--- config.mk ---
export PLATFORM = sky130hd
export DESIGN_NAME = prestore_capture
export DESIGN_NICKNAME = d
export VERILOG_FILES = /design/src/rtl/capture_pkg.sv /design/src/rtl/sample_packer4x8.sv /design/src/rtl/prestore_capture.sv
export SDC_FILE = /design/constraint.sdc
export NUM_CORES = 1
export LEC_CHECK = 0
export CORE_MARGIN = 2
export CORE_UTILIZATION = 30
export CTS_CLUSTER_SIZE = 8
export DETAILED_ROUTE_END_ITERATION = 6
export PLACE_DENSITY = 0.48
export SLEW_MARGIN = 20
export SYNTH_ARGS = -nofsm -noshare
export SYNTH_HDL_FRONTEND = slang
export SYNTH_HIERARCHICAL = 1
export SYNTH_SLANG_ARGS = --single-unit
--- constraint.sdc ---
create_clock -name clk -period 3.7 [get_ports clk]
set_clock_uncertainty 0.15 [all_clocks]
set_input_delay 0.925 -clock clk [delete_from_list [all_inputs] [get_ports clk]]
set_output_delay 0.925 -clock clk [all_outputs]
set_load 0.01 [all_outputs]
--- src/rtl/capture_pkg.sv ---
// Shared types and constants for the prestore capture path: FSM states,
// the 4-bit I/Q sample layout and the samples-per-word packing factor.
package capture_pkg;

  localparam int SPW    = 8;
  localparam int IDX_W  = 3;
  localparam int WORD_W = 32;

  typedef enum logic [1:0] {
    IDLE       = 2'd0,
    WAIT_PULSE = 2'd1,
    FILL       = 2'd2,
    DONE       = 2'd3
  } state_e;

  // First member lands in the MSB, so a sample packs as {Q_mag,Q_sig,I_mag,I_sig}.
  typedef struct packed {
    logic q_mag;
    logic q_sig;
    logic i_mag;
    logic i_sig;
  } sample_t;

  function automatic sample_t make_sample(input logic i_sig, input logic i_mag,
                                          input logic q_sig, input logic q_mag);
    sample_t s;
    s.q_mag = q_mag;
    s.q_sig = q_sig;
    s.i_mag = i_mag;
    s.i_sig = i_sig;
    return s;
  endfunction

endpackage

--- src/rtl/sample_packer4x8.sv ---
// Packs eight 4-bit samples into one 32-bit word, sample k at bits [4k+3:4k];
// raises ready for one cycle after the word is complete, with the word held.
module sample_packer4x8
  import capture_pkg::*;
#(
  parameter int SPW_P = SPW
) (
  input  logic                clk,
  input  logic                resetn,
  input  logic                clear,
  input  logic                accept,
  input  sample_t             sample,
  output logic                ready,
  output logic [WORD_W-1:0]   word
);

  localparam logic [IDX_W-1:0] LAST_IDX = IDX_W'(SPW_P - 1);
  localparam logic [IDX_W-1:0] IDX_ONE  = IDX_W'(1);

  logic [IDX_W-1:0]  index;
  logic [WORD_W-1:0] acc;
  logic [WORD_W-1:0] acc_n;

  always_comb begin
    acc_n = acc;
    acc_n[{index, 2'b00} +: 4] = sample;
  end

  // The completed word goes to a separate register so the next word can
  // start assembling in the very cycle the previous one is being written.
  always_ff @(posedge clk) begin
    if (!resetn) begin
      index <= '0;
      acc   <= '0;
      word  <= '0;
      ready <= 1'b0;
    end else begin
      ready <= 1'b0;
      if (clear) begin
        index <= '0;
        acc   <= '0;
      end else if (accept) begin
        index <= index + IDX_ONE;
        if (index == LAST_IDX) begin
          word  <= acc_n;
          acc   <= '0;
          ready <= 1'b1;
        end else begin
          acc <= acc_n;
        end
      end
    end
  end

endmodule

--- src/rtl/prestore_capture.sv ---
// Captures a time-pulse-aligned stream of 2-bit I/Q samples into a 32-bit
// single-port RAM, eight samples per word, for a programmable word count.
module prestore_capture #(
  parameter int ADDR_W = 10,
  parameter int SPW    = 8
) (
  input  logic              clk,
  input  logic              resetn,
  input  logic              arm,
  input  logic              abort,
  input  logic [ADDR_W-1:0] len,
  input  logic              I_sig,
  input  logic              I_mag,
  input  logic              Q_sig,
  input  logic              Q_mag,
  input  logic              valid,
  input  logic              time_pulse,
  output logic              mem_we,
  output logic [ADDR_W-1:0] mem_addr,
  output logic [31:0]       mem_wdata,
  output logic              busy,
  output logic              done,
  output logic [ADDR_W:0]   words,
  output logic [1:0]        fsm_state
);

  import capture_pkg::*;

  // Handshake: arm/abort are single-cycle requests (abort wins over arm),
  // valid qualifies the sample pins every cycle with no backpressure, and
  // mem_we is a one-cycle write strobe with mem_addr/mem_wdata stable alongside.

  localparam logic [ADDR_W:0]   WORDS_ONE = {{ADDR_W{1'b0}}, 1'b1};
  localparam logic [ADDR_W-1:0] ADDR_ONE  = {{(ADDR_W-1){1'b0}}, 1'b1};

  state_e            state, state_n;
  logic [ADDR_W-1:0] len_q;
  logic [ADDR_W-1:0] addr;
  logic [ADDR_W:0]   words_q;
  logic [ADDR_W:0]   words_inc;
  logic [ADDR_W:0]   target;
  logic              start;
  logic              accept;
  logic              clear;
  logic              ready;
  logic [31:0]       word;
  sample_t           sample;

  assign sample    = make_sample(I_sig, I_mag, Q_sig, Q_mag);
  assign target    = (len_q == '0) ? {1'b1, {ADDR_W{1'b0}}} : {1'b0, len_q};
  assign words_inc = words_q + WORDS_ONE;

  assign start  = arm && !abort && (state == IDLE || state == DONE);
  assign accept = valid && !abort &&
                  (state == FILL || (state == WAIT_PULSE && time_pulse));
  assign clear  = abort || !(state == FILL || state == WAIT_PULSE);

  // Gating with resetn drops a pending write in the very cycle reset arrives.
  assign mem_we    = ready && resetn && (state == FILL);
  assign mem_addr  = addr;
  assign mem_wdata = word;
  assign busy      = (state == WAIT_PULSE) || (state == FILL);
  assign done      = (state == DONE);
  assign words     = words_q;
  assign fsm_state = state;

  sample_packer4x8 #(
    .SPW_P (SPW)
  ) u_packer (
    .clk    (clk),
    .resetn (resetn),
    .clear  (clear),
    .accept (accept),
    .sample (sample),
    .ready  (ready),
    .word   (word)
  );

  always_comb begin
    state_n = state;
    case (state)
      IDLE:       if (start) state_n = WAIT_PULSE;
      WAIT_PULSE: begin
        if (abort)           state_n = IDLE;
        else if (time_pulse) state_n = FILL;
      end
      FILL: begin
        if (abort)                              state_n = IDLE;
        else if (mem_we && words_inc == target) state_n = DONE;
      end
      DONE: begin
        if (abort)      state_n = IDLE;
        else if (start) state_n = WAIT_PULSE;
      end
      default:          state_n = IDLE;
    endcase
  end

  always_ff @(posedge clk) begin
    if (!resetn) begin
      state   <= IDLE;
      len_q   <= '0;
      addr    <= '0;
      words_q <= '0;
    end else begin
      state <= state_n;
      if (start) begin
        len_q   <= len;
        addr    <= '0;
        words_q <= '0;
      end else if (mem_we) begin
        addr    <= addr + ADDR_ONE;
        words_q <= words_inc;
      end
    end
  end

endmodule

==> impl_results.md <==
* Yosys warnings at 6
* Asr flop ratio synth at 0%
* Post-route setup TNS at 0 ps
* Period utilisation layout at 92.5%
* Post-synth top flop: dfxtp_1
* Vias at 4718
* Clk_lat worst skew at 360 ps
* Core ar. at 16600 um2
* Crit path time final at 3420 ps
* Critical path class: in2out
* Largest net degree at the start of global routing at 45
* Sequential share of the synthesized area at 39.4%
* Slowest CP cell: clkdlybuf4s50_1
* Fin. Hold Viols at 0
* VDD IR max at 0.225 mV
* Pleak at 2.22 nW
* Top cells by area, synth: dfxtp_1 39%, a21oi_1 6.0%, o21ai_0 5.6%, nor2b_1 4.0%, ha_1 3.4%
* Endpoints failing setup at 0
* Fin. max-slew vios at 0
* Sequential Power Share at 46.8%
* First-pass iteration count of the detailed router at 5
* Syn Inst Count at 603
* GPL Wtd Cong at 0.837
* Die W at 135 um
* Pwr Density at 374 nW/um2
* Count of different cell masters after synthesis at 59
* Unrepaired setup endpoints after global routing: false
* Synth top area share at 39.4%
* First-pass GRT wire length at 24400 um
* DP Area at 6120 um2
* DP HPWL at 10500 um
* Buffers on Ports at 77
* Critical Path RT at 2620 ps
* Avg WL per Cell at 16.9 um
* Clock slew at reported path FFs at 70 ps
* CTS sink cnt at 101
* Clock root buffer: clkbuf_16
* Max Clk Rate at 292 MHz
* Switch Pwr at 0.647 mW
* Clock power share at 41.7%
* Placed Cells at 871
* I/O Pins at 78
* Combinational group share of total power at 11.5%
* Die area at 18200 um2
* Worst path cell trace: clkdlybuf4s50_1 -> and3_1 -> clkdlybuf4s50_1
* Via density at 5.32
* Place WS at 300 ps
* Switching Fraction at 27.0%
* Fill cells at 1692
* Rel. slew slack at 41.2%
* CTS HTree Levels at 3
* Cell row count at 47
* Outcome: completed
* # resized after CTS at 0
* Worst slew pin tran at 875 ps
* Final Net Count at 696
* Syn Nets at 637
* Max-cap violations at 0
* Final WS setup at 279 ps
* Non-Filler Instances at 887
* CP delay by family, top: buffers and inverters
* DR iter-0 viols at 267
* ANT nets after route at 0
* Cell Area, Synth at 5130 um2
* CTS tree: built
* Flops & latches, synth at 101
* Crit path launch type: primary input
* Die Height at 135 um
* Antenna cells at 0
* Initial antenna violation count at 0
* Top cell by count, worst path: clkdlybuf4s50_1
* Hold_buf cts at 0
* CTS max path bufs at 2
* Number of synthesized flops with an enable pin at 0
* Drc violations at 0
* Crit. End Element: output port
* CP bufs+invs at 2
* Share of layout cells above drive strength 1 at 7.50%
* Core Util, Final at 38.6%
* Area grow syn2layout at 25.2%
* Avg Inst Size Synth at 8.51 um2
* Initial core utilization at 30.8%
* Vias in the first global route at 4570
* Setup bufs post-CTS at 0
* Detailed Route WL at 15000 um
* Crit Path Max Fanout at 5
* Internal Power at 1.75 mW
* GR Util All Layers at 16.9%
* Remaining global-route overflow at 0
* Critical Path Max Stage Delay at 590 ps
* WP data arrival at 2350 ps
* Hold Path Class: reg2reg
* Area leader, netlist: dfxtp_1
* Post-route cell area at 6430 um2
* TritonCTS Buffers at 9
power groups by stage:
stage          Sequential (mW)  Combinational [mW]  Clock (mW)
2_1_floorplan             1.15               0.168           0
3_3_place_gp              1.15               0.273           0
3_5_place_dp              1.15               0.277           0
4_1_cts                   1.12               0.278        1.02
5_1_grt                   1.13               0.306        1.07
6_report                  1.12               0.276        1.00
area by class of cell:
class | instances | area [um2] | share of cell area (%)
Sequential cell | 101 | 2020 | 31.5
Clock inverter | 7 | 83.8 | 1.30
Timing Repair Buffer | 94 | 898 | 14.0
Tap cell | 220 | 275 | 4.28
Clock buffer | 9 | 225 | 3.50
Multi-Input combinational cell | 449 | 2900 | 45.1
Inverter | 7 | 26.3 | 0.409
per-layer routing:
layer | part of all wire [%] | wire length (um) | up-vias | track usage (%)
met5 | 0 | 0 | - | 0
met4 | 1.6 | 247 | 0 | 6.02
met1 | 50 | 7480 | 2289 | 23.7
met2 | 44 | 6670 | 107 | 26.4
met3 | 4.2 | 635 | 15 | 2.67
li1 | - | - | 2307 | -
sequential cells by signal, summed over array words and instances, names as in the netlist:
name	count
fsm_state	2
len_q	10
mem_addr	10
u_packer/acc	32
u_packer/index	3
u_packer/ready	1
u_packer/word	32
words	11
cells in the mapped netlist (all sizes together), types with 6 or more instances:
cell	n
nand2	35
and2	8
nand3b	9
inv	7
a22o	8
nand4	6
o21ai	57
and3	7
a32o	8
xnor2	16
a221oi	8
nand3	28
ha	14
a31oi	13
buf	13
dfxtp	101
nor2b	33
nor3	9
nand2b	7
o211ai	6
xor2	18
a21oi	62
nor2	39
clkbuf	33
stage by stage:
stage | total power [mW] | hold WS [ps]
floorplan | 1.31 | 293
detailed placement | 1.43 | 314
global placement | 1.42 | 308
finish | 2.40 | 327
global route | 2.50 | 351
CTS | 2.42 | 331
worst reg2reg max path: cells and delay by family, from the launching register on:
kind / cells / cell delay, ps
adders and majority gates: 2 / 780
DFF: 1 / 600
buffers and inverters: 1 / 140
AOI/OAI and AO/OA: 1 / 200
and+or+nand+nor: 2 / 920
cells by family (layout without fill, tap and decap cells):
kind of cell | Yosys count | in the layout | synth area share, %
buffers and inverters | 53 | 117 | 4.31
XOR/XNOR | 34 | 34 | 5.80
flip-flops | 101 | 101 | 39.4
AND/OR/NAND/NOR | 211 | 211 | 23.4
adder cells (fa/ha/maj) | 14 | 14 | 3.41
AO/OA/AOI/OAI | 188 | 188 | 23.3
multiplexers | 2 | 2 | 0.390
final timing paths:
check / endpoint / depth (start not counted) / slack [ps] / startpoint
worst max-delay path: mem_we / 3 / 280 / resetn
worst min register to register: u_packer/acc[24] / 1 / 330 / u_packer/acc[24]
worst min-delay path: u_packer/acc[24] / 1 / 330 / u_packer/acc[24]
worst max register to register: u_packer/word[3] / 6 / 830 / u_packer/index[1]
layout by cell type (no fill, tap or decap), types with 3 or more instances in the layout:
| cell | synthesis | routed |
|---|---|---|
| a32o_1 | 8 | 8 |
| o2111ai_1 | 5 | 5 |
| a31oi_1 | 13 | 13 |
| xor2_1 | 18 | 18 |
| a22o_1 | 8 | 8 |
| o21ai_0 | 57 | 57 |
| nor4_1 | 4 | 4 |
| nor2b_1 | 33 | 33 |
| clkinv_4 | 0 | 3 |
| nand2b_1 | 7 | 7 |
| or3_1 | 3 | 3 |
| dfxtp_1 | 101 | 101 |
| nand4_1 | 5 | 5 |
| nand3_1 | 28 | 28 |
| o211ai_1 | 6 | 6 |
| nand3b_1 | 9 | 9 |
| a221oi_1 | 8 | 8 |
| xnor2_1 | 16 | 16 |
| clkbuf_16 | 0 | 9 |
| nand2_1 | 35 | 35 |
| inv_1 | 7 | 7 |
| and2_1 | 6 | 6 |
| and4b_1 | 3 | 3 |
| nor3_1 | 9 | 9 |
| clkdlybuf4s50_1 | 0 | 77 |
| ha_1 | 14 | 14 |
| nor2_1 | 39 | 39 |
| and4bb_2 | 5 | 5 |
| a311oi_1 | 4 | 4 |
| and4_1 | 4 | 4 |
| buf_4 | 1 | 17 |
| a21oi_1 | 62 | 62 |
| o31ai_1 | 5 | 5 |
| and3_1 | 7 | 7 |
Power figures use the tool's default switching activity.
